### config.mk
export PLATFORM = sky130hd
export DESIGN_NAME = instr_mem_writer_flat
export DESIGN_NICKNAME = d
export VERILOG_FILES = /design/src/rtl/instr_mem_writer_if.sv /design/src/rtl/instr_mem_writer.sv /design/src/flat_wrapper.sv
export SDC_FILE = /design/constraint.sdc
export NUM_CORES = 1
export LEC_CHECK = 0
export ABC_AREA = 1
export CELL_PAD_IN_SITES_DETAIL_PLACEMENT = 1
export CELL_PAD_IN_SITES_GLOBAL_PLACEMENT = 1
export CORE_MARGIN = 5
export CORE_UTILIZATION = 35
export CTS_CLUSTER_DIAMETER = 40
export DETAILED_ROUTE_END_ITERATION = 10
export PLACE_DENSITY_LB_ADDON = 0.12
export SYNTH_ARGS = -nofsm -noshare
export SYNTH_HDL_FRONTEND = slang
export SYNTH_SLANG_ARGS = --single-unit
### constraint.sdc
create_clock -name clk -period 14.8 [get_ports clk]
set_input_delay 4.44 -clock clk [delete_from_list [all_inputs] [get_ports clk]]
set_output_delay 4.44 -clock clk [all_outputs]
set_load 0.01 [all_outputs]
### src/rtl/instr_mem_writer_if.sv
// Host/loader word stream plus instruction-memory byte write port for instr_mem_writer.
// Ports: start/base_addr open a session; word_valid/word_ready handshake carries word_data/word_last.
//        mem_we/mem_addr/mem_wdata drive the byte-wide memory; busy/done/err_*/word_count report status.
interface instr_mem_writer_if #(
  parameter int ADDR_W = 32
);
  logic              start;
  logic [ADDR_W-1:0] base_addr;
  logic              word_valid;
  logic [31:0]       word_data;
  logic              word_last;
  logic              word_ready;
  logic              mem_we;
  logic [ADDR_W-1:0] mem_addr;
  logic [7:0]        mem_wdata;
  logic              busy;
  logic              done;
  logic              err_ovf;
  logic              err_align;
  logic [ADDR_W-1:0] word_count;

  // Host / loader side
  modport master (
    output start, base_addr, word_valid, word_data, word_last,
    input  word_ready, mem_we, mem_addr, mem_wdata, busy, done,
           err_ovf, err_align, word_count
  );

  // Writer side
  modport slave (
    input  start, base_addr, word_valid, word_data, word_last,
    output word_ready, mem_we, mem_addr, mem_wdata, busy, done,
           err_ovf, err_align, word_count
  );
endinterface

### src/rtl/instr_mem_writer.sv
// Splits each accepted 32-bit word into 4 big-endian byte writes (MSB at lowest address).
// Latency: first mem_we the cycle after the handshake; done 5 cycles after the last handshake.
// Backpressure: word_ready only in WAIT, so at most one word per 5 cycles is accepted.
//
// Ports: clk, rst (async, active high); bus (instr_mem_writer_if.slave) carries the word
// stream, the memory byte write port and the status outputs.
// Optional feature: define INSTR_MEM_WRITER_ALIGN_CHECK_EN to reject bases with
// base_addr[1:0] != 0 (err_align set, session not started). Otherwise err_align is 0.
module instr_mem_writer #(
  parameter int MEM_BYTES = 400,
  parameter int ADDR_W    = 32
) (
  input  logic                 clk,
  input  logic                 rst,
  instr_mem_writer_if.slave    bus
);

  typedef enum logic [2:0] {
    S_IDLE, S_WAIT, S_WR0, S_WR1, S_WR2, S_WR3, S_FIN
  } state_t;

  // Highest legal byte address, one bit wider than the pointer so ptr+3 cannot wrap.
  localparam logic [ADDR_W:0] LAST_BYTE = (ADDR_W+1)'(MEM_BYTES - 1);

  state_t            state, next_state;
  logic [ADDR_W-1:0] ptr;
  logic [31:0]       word_q;
  logic              last_q;
  logic [ADDR_W-1:0] word_count_q;
  logic              err_ovf_q;
  logic              done_pend;
  logic              mem_we_q;
  logic [ADDR_W-1:0] mem_addr_q;
  logic [7:0]        mem_wdata_q;

  logic              start_ok;
  logic              hs;
  logic              ovf;
  logic              wr_next;
  logic [1:0]        off_next;
  logic [7:0]        byte_next;
  logic [ADDR_W:0]   end_addr;
  logic              fits;

  assign end_addr = {1'b0, ptr} + (ADDR_W+1)'(3);
  assign fits     = (end_addr <= LAST_BYTE);

`ifdef INSTR_MEM_WRITER_ALIGN_CHECK_EN
  logic align_bad;
  logic err_align_q;
`endif

  // State register
  always_ff @(posedge clk or posedge rst) begin
    if (rst) state <= S_IDLE;
    else     state <= next_state;
  end

  // Next state, handshake/error strobes, and the byte that the next cycle will write.
  always_comb begin
    next_state = state;
    start_ok   = 1'b0;
    hs         = 1'b0;
    ovf        = 1'b0;
    wr_next    = 1'b0;
    off_next   = 2'd0;
    byte_next  = 8'h00;
`ifdef INSTR_MEM_WRITER_ALIGN_CHECK_EN
    align_bad  = 1'b0;
`endif

    case (state)
      S_IDLE: begin
        if (bus.start) begin
`ifdef INSTR_MEM_WRITER_ALIGN_CHECK_EN
          if (bus.base_addr[1:0] != 2'b00) begin
            align_bad = 1'b1;
          end else begin
            start_ok   = 1'b1;
            next_state = S_WAIT;
          end
`else
          start_ok   = 1'b1;
          next_state = S_WAIT;
`endif
        end
      end
      S_WAIT: begin
        if (bus.word_valid) begin
          hs = 1'b1;
          if (fits) begin
            next_state = S_WR0;
          end else begin
            // Word would run past the end of memory: drop it and end without done.
            ovf        = 1'b1;
            next_state = S_FIN;
          end
        end
      end
      S_WR0:   next_state = S_WR1;
      S_WR1:   next_state = S_WR2;
      S_WR2:   next_state = S_WR3;
      S_WR3:   next_state = last_q ? S_FIN : S_WAIT;
      S_FIN:   next_state = S_IDLE;
      default: next_state = S_IDLE;
    endcase

    // Memory outputs are registered, so they are computed from next_state.
    // WR0 is only entered from a handshake, hence it takes the byte straight from the bus.
    case (next_state)
      S_WR0: begin wr_next = 1'b1; off_next = 2'd0; byte_next = bus.word_data[31:24]; end
      S_WR1: begin wr_next = 1'b1; off_next = 2'd1; byte_next = word_q[23:16]; end
      S_WR2: begin wr_next = 1'b1; off_next = 2'd2; byte_next = word_q[15:8]; end
      S_WR3: begin wr_next = 1'b1; off_next = 2'd3; byte_next = word_q[7:0]; end
      default: ;
    endcase
  end

  // Datapath: pointer, word latch, counters, flags and the registered write port.
  always_ff @(posedge clk or posedge rst) begin
    if (rst) begin
      ptr          <= '0;
      word_q       <= '0;
      last_q       <= 1'b0;
      word_count_q <= '0;
      err_ovf_q    <= 1'b0;
      done_pend    <= 1'b0;
      mem_we_q     <= 1'b0;
      mem_addr_q   <= '0;
      mem_wdata_q  <= '0;
    end else begin
      // Only a normal WR3 -> FIN exit arms done; the overflow path reaches FIN from WAIT.
      done_pend <= (state == S_WR3) && last_q;
      mem_we_q  <= wr_next;
      if (wr_next) begin
        mem_addr_q  <= ptr + ADDR_W'(off_next);
        mem_wdata_q <= byte_next;
      end
      if (start_ok) begin
        ptr          <= bus.base_addr;
        word_count_q <= '0;
        err_ovf_q    <= 1'b0;
      end
      if (hs) begin
        word_q <= bus.word_data;
        last_q <= bus.word_last;
      end
      if (ovf) err_ovf_q <= 1'b1;
      if (state == S_WR3) begin
        ptr          <= ptr + ADDR_W'(4);
        word_count_q <= word_count_q + ADDR_W'(1);
      end
    end
  end

`ifdef INSTR_MEM_WRITER_ALIGN_CHECK_EN
  always_ff @(posedge clk or posedge rst) begin
    if (rst)            err_align_q <= 1'b0;
    else if (start_ok)  err_align_q <= 1'b0;
    else if (align_bad) err_align_q <= 1'b1;
  end
  assign bus.err_align = err_align_q;
`else
  assign bus.err_align = 1'b0;
`endif

  assign bus.word_ready = (state == S_WAIT);
  assign bus.busy       = (state != S_IDLE) && (state != S_FIN);
  assign bus.done       = (state == S_FIN) && done_pend;
  assign bus.mem_we     = mem_we_q;
  assign bus.mem_addr   = mem_addr_q;
  assign bus.mem_wdata  = mem_wdata_q;
  assign bus.err_ovf    = err_ovf_q;
  assign bus.word_count = word_count_q;

endmodule

### src/flat_wrapper.sv
// flat-port wrapper written by rule: the top's interface ports become plain ports
module instr_mem_writer_flat 
#(
  parameter int MEM_BYTES = 400,
  parameter int ADDR_W    = 32
)
  (clk, rst, bus_start, bus_base_addr, bus_word_valid, bus_word_data, bus_word_last, bus_word_ready, bus_mem_we, bus_mem_addr, bus_mem_wdata, bus_busy, bus_done, bus_err_ovf, bus_err_align, bus_word_count);
  instr_mem_writer_if #(.ADDR_W(ADDR_W)) bus_i ();
  input  logic clk;
  input  logic rst;
  input wire logic [$bits(bus_i.start)-1:0] bus_start;
  input wire logic [$bits(bus_i.base_addr)-1:0] bus_base_addr;
  input wire logic [$bits(bus_i.word_valid)-1:0] bus_word_valid;
  input wire logic [$bits(bus_i.word_data)-1:0] bus_word_data;
  input wire logic [$bits(bus_i.word_last)-1:0] bus_word_last;
  output wire logic [$bits(bus_i.word_ready)-1:0] bus_word_ready;
  output wire logic [$bits(bus_i.mem_we)-1:0] bus_mem_we;
  output wire logic [$bits(bus_i.mem_addr)-1:0] bus_mem_addr;
  output wire logic [$bits(bus_i.mem_wdata)-1:0] bus_mem_wdata;
  output wire logic [$bits(bus_i.busy)-1:0] bus_busy;
  output wire logic [$bits(bus_i.done)-1:0] bus_done;
  output wire logic [$bits(bus_i.err_ovf)-1:0] bus_err_ovf;
  output wire logic [$bits(bus_i.err_align)-1:0] bus_err_align;
  output wire logic [$bits(bus_i.word_count)-1:0] bus_word_count;
  assign bus_i.start = bus_start;
  assign bus_i.base_addr = bus_base_addr;
  assign bus_i.word_valid = bus_word_valid;
  assign bus_i.word_data = bus_word_data;
  assign bus_i.word_last = bus_word_last;
  assign bus_word_ready = bus_i.word_ready;
  assign bus_mem_we = bus_i.mem_we;
  assign bus_mem_addr = bus_i.mem_addr;
  assign bus_mem_wdata = bus_i.mem_wdata;
  assign bus_busy = bus_i.busy;
  assign bus_done = bus_i.done;
  assign bus_err_ovf = bus_i.err_ovf;
  assign bus_err_align = bus_i.err_align;
  assign bus_word_count = bus_i.word_count;
  instr_mem_writer #(.MEM_BYTES(MEM_BYTES), .ADDR_W(ADDR_W)) u_core (.clk(clk), .rst(rst), .bus(bus_i));
endmodule
==> results of run 1 <==
-- cell type report --
| cell class | instances | area (um^2) |
|---|---|---|
| timing repair buffer | 153 | 1510 |
| clock buffer | 18 | 429 |
| inverter | 111 | 422 |
| fill | 2876 | 12300 |
| sequential | 135 | 3380 |
| clock inverter | 14 | 188 |
| tap | 285 | 357 |
| multi-input combinational | 864 | 4130 |
-- metrics by stage --
stage	hold WS [ns]	util (%)	instance area [um^2]	std cells	power, mW
floorplan	0.449	-	8090	1144	1.21
global placement	0.465	43.1	9800	1548	1.57
detailed placement	0.466	43.1	9800	1548	1.60
CTS	0.485	45.9	10400	1580	2.06
global route	0.510	45.9	10400	1580	2.20
finish	0.481	45.9	10400	1580	2.04
-- critical path: cells and delay by family --
family,cells,cell delay (ns)
AND/OR/NAND/NOR,5,1.65
buffers and inverters,2,1.09
AO/OA/AOI/OAI,1,0.18
-- final timing paths --
kind | slack, ns | start | to
setup / recovery | 7.73 | bus_word_valid | u_core.bus.mem_addr[4]
hold / removal | 0.48 | u_core.word_q[0] | u_core.word_q[0]
min in group asynchronous | 4.52 | rst | u_core.bus.word_count[17]
max in group asynchronous | 8.96 | rst | u_core.ptr[17]
setup reg to reg | 10.82 | u_core.ptr[1] | u_core.bus.mem_addr[6]
hold reg to reg | 0.48 | u_core.word_q[0] | u_core.word_q[0]
-- registers in the layout, indices dropped and copies added (netlist names) --
register and cells:
u_core.bus.mem_we 1, u_core.ptr 32, u_core.bus.mem_addr 32, u_core.done_pend 1, u_core.bus.err_ovf 1, u_core.bus.word_count 32
u_core.word_q 24, u_core.last_q 1, u_core.bus.mem_wdata 8, u_core.state 3
-- metal layers --
metal | up-vias | global-route usage (%) | part of all wire [%]
li1 | 3989 | - | -
met1 | 3961 | 27.3 | 43
met2 | 141 | 38.9 | 51
met3 | 40 | 4.34 | 4.1
met4 | 4 | 5.77 | 1.9
met5 | - | 0 | 0.095
-- power by group --
part	switching (mW)	internal, mW
Combinational	0.586	0.344
Clock	0.187	0.271
Sequential	0.141	0.515
-- layout by cell type, fill, tap and decap left out, types with 2 or more instances in the layout --
cell,count
ha_1,6
clkinv_1,3
a22oi_1,3
nor2_4,6
o21ai_0,67
inv_2,2
o211ai_1,23
clkbuf_16,17
nand3_1,103
mux2i_1,2
a31oi_1,3
o221ai_1,7
nand4_1,23
dfrtp_1,135
xor2_1,31
inv_6,6
nor2_2,11
bufinv_16,3
nor3_1,10
buf_4,8
nor4_1,10
nor2_1,122
clkinv_4,3
inv_1,105
a21oi_1,29
nand2_1,383
o22ai_1,2
inv_8,2
nand2_2,5
clkdlybuf4s50_1,145
o21ai_1,3
-- kinds of logic after synthesis --
kind of cell,Yosys count,synth area share [%]
buffers and inverters,145,7.13
other,1,0.0464
multiplexers,2,0.248
flip-flops,135,41.8
XOR/XNOR,32,3.47
AO/OA/AOI/OAI,142,10.2
adder cells (fa/ha/maj),7,1.18
AND/OR/NAND/NOR,680,35.9
==> metrics.txt, run 1 <==
top post-synthesis cells by count=nand2_1 (383), dfrtp_1 (135), nor2_1 (122), inv_1 (106), nand3_1 (103); TritonCTS clock tree=done; initial drt markers=between 400 and 500; vias after detailed routing=8135; Hold Crit Depth=2; CP required=15.11 ns; Synth top area share=41.8%; nets@finish=1358; Top cell by count, worst path=nand2_1; slowest stage delay, CP=0.59 ns; CP max FO=41; clock root buffer=clkbuf_16; maximum vdd drop=0.104 mV; Pins Over Slew Limit=0; CP Launch Type=primary input; status=finished, final reports clean; Mapped Nets=around 1.2k; vias in the first global route=8625; library cells used by synthesis=45; Clock Tree Buf Depth=2; WL per Instance=~18 um; Post-CTS Hold Buffers=0; clk sinks=135; # diodes=0; post-cts repair resize count=0; Leakage Power=around 4.6 nW; Routed Antenna Nets=0; Clk Latency, worst-skew pair=0.43 ns; RSZ-0062 raised after global routing=no; initial antenna violation count=2; global-route wire length before repair=approximately 46000 um; Max stage delay cell, worst path=inv_2; P&R area growth vs syn=28.8%; critical path type=in -> reg; Cells after Synth=1144; Post-Syn Area=8090 um^2; worst-case reg-to-reg path depth=19; Final Skew=0.0149 ns; worst path cell trace=clkdlybuf4s50_1 -> nand2_1 -> inv_2 -> nand3_2 -> nand3_4 -> nand2_4 -> o21ai_1 -> nand2_1; max cap viols=0; setup TNS=0 ns; Die X=162 um; part of the Yosys area used for sequential elements=41.8%; Post-synth ARST share=100%; layout cells sized above 1=5.33%; ratio of final minimum period to clock period=47.8%; Yosys warnings=0; Total GRT Usage=21.9%; vias per cell=a little over 5; Residual DRC=0; IO Pins=147; Synth area leaders=dfrtp_1 (42%), nand2_1 (18%), nand3_1 (6.4%), nor2_1 (5.7%), inv_1 (4.9%); gp weighted congestion=0.853; f_max=approximately 140 MHz; final wirelength=28400 um; Post-CTS Setup Inserts=0; largest net degree at the start of global routing=79; Core Box Area=between 20000 and 25000 um^2; Fin. Hold Viols=0; Pwr Density=about 200 nW/um^2; FP Rows=55; Final setup viols=0; number of flops mapped to enable cells by yosys=0; post-synth top area cell=dfrtp_1; syn_area_per_cell=7.07 um^2; DRT Pass-1 Iters=5; DP Wirelength=20900 um; Max transition margin=30.1%; Vert. Die Dim=162 um; Final Critical Period=7.07 ns; Hold WC Path Type=reg -> reg; grt ovf=0; Worst EP arrival=about 7.4 ns; PortBufs=145; cell with the most instances after synthesis=nand2_1; Final WS setup=7.73 ns; die area=26200 um^2; ys flop type=dfrtp_1; Initial Utilization=35.6%; DP Worst Slack=7.22 ns; htree depth=4; actual slew at the worst max-slew pin=1.04 ns; Setup crit end kind=flip-flop; clock transition at the registers of the reported paths=approximately 0.060 ns; post-synthesis register bit count=135; number of buffers created by CTS=17
(Power assumes the default switching activity.)
==> run 2, diff against run 1 <==
Clock period 14.8 ns to 6.9 ns, I/O delays scaled along.
==> run 2 against run 1 <==
Against the previous run:
- non-clock buffer count shrank 1
- final area is 0.44% lower
- worst setup slack got worse by 5.5 ns
- register-to-register slack got worse by 7.9 ns
- global-route usage about the same
- clock power increased by 100%
- hold slack improved by 0.0032 ns
- clock skew fell by 0.0061 ns
- via count shrank 0.90%
- critical path depth unchanged
- final cell count down 0.13%
==> metrics.txt, run 2 (synthesized netlist as in run 1, its figures left out) <==
status=finished, final reports clean (unchanged); clock root buffer=clkbuf_16 (unchanged); Max transition margin=28.9% (was 30.1%); CP Launch Type=primary input (unchanged); Pwr Density=416 nW/um^2 (was 196 nW/um^2); maximum vdd drop=0.181 mV (was 0.104 mV); PortBufs=145 (unchanged); die area=26200 um^2 (unchanged); Total GRT Usage=21.9% (about the same); gp weighted congestion=0.842 (was 0.853); most frequent cells in the layout=nand2_1 (383), clkdlybuf4s50_1 (145), dfrtp_1 (135), nor2_1 (122), inv_1 (105) (unchanged); global-route wire length before repair=45600 um (was 45700 um); WHS Endpoint=u_core.word_q[0] (unchanged); met1 GRT Util=28.0% (was 27.3%); commonest non-fill, non-tap cell in the layout=nand2_1 (unchanged); number of buffers created by CTS=17 (unchanged); f_max=approximately 210 MHz; Core Box Area=22700 um^2 (unchanged); Worst EP arrival=4.97 ns (was 7.38 ns); Die X=162 um (unchanged); nets@finish=1357 (was 1358); Fin. Hold Viols=0 (unchanged); Final Critical Period=4.66 ns; grt ovf=0 (unchanged); GRT Max-Usage Layer=met2 (unchanged); Final WS setup=2.24 ns (was 7.73 ns); Clock Tree Buf Depth=2 (unchanged); htree depth=4 (unchanged); Pins Over Slew Limit=0 (unchanged); CP max FO=41 (unchanged); RSZ-0062 raised after global routing=no (unchanged); Hold Crit Depth=2 (unchanged); final wirelength=28300 um (was 28400 um); max cap viols=0 (unchanged); met2 GRT Util=38.4% (was 38.9%); setup TNS=0 ns (unchanged); Clk Latency, worst-skew pair=0.43 ns (about the same); WL per Instance=17.9 um (about the same); FP Rows=55 (unchanged); clk sinks=135 (unchanged); largest net degree at the start of global routing=101 (was 79); DP Wirelength=20800 um (was 20900 um); Routed Antenna Nets=0 (unchanged); vias per cell=5.11 (was 5.15); Final Skew=0.00877 ns (was 0.0149 ns); worst reg2reg path endpoint=u_core.bus.mem_addr[5] (was u_core.bus.mem_addr[6]); hold_sp=u_core.word_q[0] (unchanged); DRT Pass-1 Iters=5 (unchanged); met3 Resource Use GR=4.26% (was 4.34%); IO Pins=147 (unchanged); DP Worst Slack=1.70 ns (was 7.22 ns); Residual DRC=0 (unchanged); Setup crit end kind=flip-flop (unchanged); Vert. Die Dim=162 um (unchanged); post-cts repair resize count=0 (unchanged); Initial Utilization=35.6% (unchanged); # diodes=0 (unchanged); vias after detailed routing=8062 (was 8135); Post-CTS Hold Buffers=0 (unchanged); clock transition at the registers of the reported paths=0.06 ns (about the same); initial antenna violation count=2 (unchanged); R2R Path Start=u_core.ptr[1] (unchanged); critical path type=in -> reg (unchanged); vias in the first global route=8553 (was 8625); ratio of final minimum period to clock period=approximately two thirds; CP required=7.21 ns (was 15.11 ns); P&R area growth vs syn=28.2% (was 28.8%); layout cells sized above 1=5.18% (was 5.33%); Hold WC Path Type=reg -> reg (unchanged); actual slew at the worst max-slew pin=1.06 ns (was 1.04 ns); Leakage Power=4.55 nW (was 4.58 nW); Final setup viols=0 (unchanged); worst setup path startpoint=bus_word_valid (unchanged); TritonCTS clock tree=done (unchanged); Worst R2R Setup Slack=2.91 ns (was 10.82 ns); initial drt markers=473 (was 403); worst-case reg-to-reg path depth=19 (unchanged); Post-CTS Setup Inserts=0 (unchanged)
## run 2: stage by stage
stage | hold slack (ns) | power (mW) | utilization [%] | instances | instance area (um^2)
6_report | 0.484 | 4.32 | 45.7 | 1578 | 10400
5_1_grt | 0.513 | 4.65 | 45.7 | 1578 | 10400
4_1_cts | 0.486 | 4.37 | 45.7 | 1578 | 10400
3_5_place_dp | 0.470 | 3.43 | 43.1 | 1547 | 9790
3_3_place_gp | 0.464 | 3.37 | 43.1 | 1547 | 9790
2_1_floorplan | 0.449 | 2.60 | - | 1144 | 8090
## run 2: power breakdown
part | leakage, nW | internal, mW | switching, mW | total [mW]
Sequential | 1.73 | 1.10 | 0.303 | 1.41
Combinational | 2.54 | 0.736 | 1.26 | 1.99
Clock | 0.279 | 0.535 | 0.384 | 0.919
Total | 4.55 | 2.38 | 1.94 | 4.32
## run 2: layout make-up
type / instances / area (um^2)
timing repair buffer: 152 / 1500
tap: 285 / 357
fill: 2909 / 12300
clock inverter: 13 / 149
inverter: 111 / 422
clock buffer: 18 / 429
sequential: 135 / 3380
multi-input combinational: 864 / 4130
## run 2: worst max-delay path by stage
stage | end | slack, ns
detailed placement | u_core.bus.mem_addr[5] | 1.70
global route | u_core.bus.mem_addr[6] | 1.92
global placement | u_core.bus.mem_addr[2] | 1.81
CTS | u_core.bus.mem_addr[5] | 2.16
floorplan | u_core.bus.err_ovf | 1.22
finish | u_core.bus.mem_addr[5] | 2.24
## run 2: critical path, cell delays in order
cell and delay, ns:
clkdlybuf4s50_1 0.48, nand2_1 0.34, inv_2 0.58, nand3_2 0.35, nand3_4 0.48, nand2_4 0.37
o21ai_0 0.19, nand2_1 0.06
## run 2: routing by layer
metal | up-vias | share of wire [%]
li1 | 3997 | -
met1 | 3893 | 44
met2 | 143 | 50
met3 | 25 | 4.4
met4 | 4 | 0.82
met5 | - | 0.081
==> run 3, diff against run 2 <==
Clock period 6.9 ns to 4.65 ns, I/O delays scaled along.
==> run 3 against run 2 <==
Against the previous run:
- non-clock buffer count grew 7
- hold slack gained 0.0027 ns
- via count grew 1.0%
- sequential share of layout area is 0.21 points lower
- register-to-register slack lost 1.7 ns
- largest power group unchanged
==> metrics.txt, run 3 (synthesized netlist as in run 1, its figures left out) <==
max cap viols=0 (unchanged); Final setup viols=0 (unchanged); initial drt markers=400 (was 473); maximum vdd drop=0.311 mV (was 0.181 mV); clk sinks=135 (unchanged); Clk Latency, worst-skew pair=0.44 ns (was 0.43 ns); Clock Tree Buf Depth=2 (unchanged); htree depth=4 (unchanged); # diodes=0 (unchanged); Total GRT Usage=22.1% (was 21.9%); Post-CTS Setup Inserts=0 (unchanged); worst path cell trace=clkdlybuf4s50_1 -> nand2_1 -> inv_2 -> nand3_2 -> nand3_4 -> buf_4 -> nand3_1 -> nand2_1 (was clkdlybuf4s50_1 -> nand2_1 -> inv_2 -> nand3_2 -> nand3_4 -> nand2_4 -> o21ai_0 -> nand2_1); Worst EP arrival=4.07 ns (was 4.97 ns); FP Rows=55 (unchanged); Residual DRC=0 (unchanged); clock transition at the registers of the reported paths=0.07 ns (was 0.06 ns); layout cells sized above 1=5.84% (was 5.18%); commonest non-fill, non-tap cell in the layout=nand2_1 (unchanged); area of the multi-input gates=4130 um^2 (unchanged); flip-flop and latch area=3380 um^2 (unchanged); Pwr Density=618 nW/um^2 (was 416 nW/um^2); final cell count without fillers=1586 (was 1578); ratio of final minimum period to clock period=79.7%; Tot Pwr=6.45 mW (was 4.32 mW); CP required=5.01 ns (was 7.21 ns); die area=26200 um^2 (unchanged); WL per Instance=18.1 um (was 17.9 um); Vert. Die Dim=162 um (unchanged); Final Critical Period=3.71 ns; Top cell by count, worst path=nand2_1 (unchanged); final hold slack=0.486 ns (was 0.484 ns); final wirelength=28700 um (was 28300 um); Core Box Area=22700 um^2 (unchanged); actual slew at the worst max-slew pin=0.827 ns (was 1.06 ns); Final Skew=0.0135 ns (was 0.00877 ns); Die X=162 um (unchanged); global-route wire length before repair=46100 um (was 45600 um); post-route cell area=10400 um^2 (about the same); Placed Instance Area=9850 um^2 (was 9790 um^2); vias in the first global route=8671 (was 8553); nets@finish=1364 (was 1357); CP max FO=40 (was 41); Pins Over Slew Limit=0 (unchanged); DRT Pass-1 Iters=4 (was 5); f_max=roughly 270 MHz; CP top delay family=buffers and inverters (was simple AND/OR/NAND/NOR gates); Max transition margin=44.6% (was 28.9%); status=finished, final reports clean (unchanged); vias after detailed routing=8145 (was 8062); vias per cell=5.14 (was 5.11); slowest stage delay, CP=0.57 ns (was 0.58 ns); CP Launch Type=primary input (unchanged); post-cts repair resize count=0 (unchanged); largest net degree at the start of global routing=47 (was 101); most frequent cells in the layout=nand2_1 (383), clkdlybuf4s50_1 (145), dfrtp_1 (135), nor2_1 (122), inv_1 (105) (unchanged); RSZ-0062 raised after global routing=no (unchanged); fillers=2865 (was 2909); Leakage Power=4.59 nW (was 4.55 nW); Routed Antenna Nets=0 (unchanged); grt ovf=0 (unchanged); clock root buffer=clkbuf_16 (unchanged); TritonCTS clock tree=done (unchanged); number of buffers created by CTS=17 (unchanged); Fin. Hold Viols=0 (unchanged); Hold WC Path Type=reg -> reg (unchanged); gp weighted congestion=0.861 (was 0.842); Post-CTS Hold Buffers=0 (unchanged); Setup crit end kind=flip-flop (unchanged); Max stage delay cell, worst path=inv_2 (unchanged); critical path type=in -> reg (unchanged); dpl cells=1554 (was 1547); PortBufs=145 (unchanged); setup TNS=0 ns (unchanged); CP bufs+invs=3 (was 2); initial antenna violation count=1 (was 2); DP Wirelength=21400 um (was 20800 um); Initial Utilization=35.6% (unchanged); P&R area growth vs syn=29.1% (was 28.2%); IO Pins=147 (unchanged)
==> run 3: area by class of cell <==
type / count / share of cell area (%)
timing repair buffer: 159 / 15.0
sequential: 135 / 32.4
clock inverter: 15 / 1.50
inverter: 111 / 4.03
multi-input combinational: 864 / 39.6
tap: 285 / 3.42
clock buffer: 17 / 4.08
==> run 3: per-stage QoR <==
stage	utilization, %	setup WS [ns]
global placement	43.4	0.646
CTS	46.0	0.939
finish	46.0	0.945
global route	46.0	0.704
floorplan	-	1.58
detailed placement	43.4	0.499
==> run 3: per-layer routing <==
layer  share of wire [%]  GRT usage, %  wire [um]  up-vias
met5               0.038             0         11        -
met4                 1.9          6.50        555        2
li1                    -             -          -     4008
met1                  43          27.3      12300     3937
met2                  50          39.2      14300      163
met3                 5.0          4.29       1430       35
==> run 3: worst paths after layout <==
kind | from | end | slack, ns | depth (start not counted)
setup / recovery | bus_word_valid | u_core.bus.mem_addr[19] | 0.94 | 8
hold / removal | u_core.word_q[17] | u_core.word_q[17] | 0.49 | 2
setup reg to reg | u_core.ptr[0] | u_core.bus.mem_addr[7] | 1.22 | 19
hold reg to reg | u_core.word_q[17] | u_core.word_q[17] | 0.49 | 2
max in group asynchronous | rst | u_core.ptr[6] | 2.30 | 4
min in group asynchronous | rst | u_core.bus.mem_addr[29] | 1.41 | 2
==> run 3: worst min-delay path: cells and delay by family (launching register included) <==
family | cells | cell delay, ns
flops | 1 | 0.35
simple gates | 2 | 0.11
==> run 3: power breakdown <==
part           switching, mW  internal, mW
Clock                  0.617         0.759
Combinational           1.87          1.11
Sequential             0.461          1.64
Total                   2.95          3.51
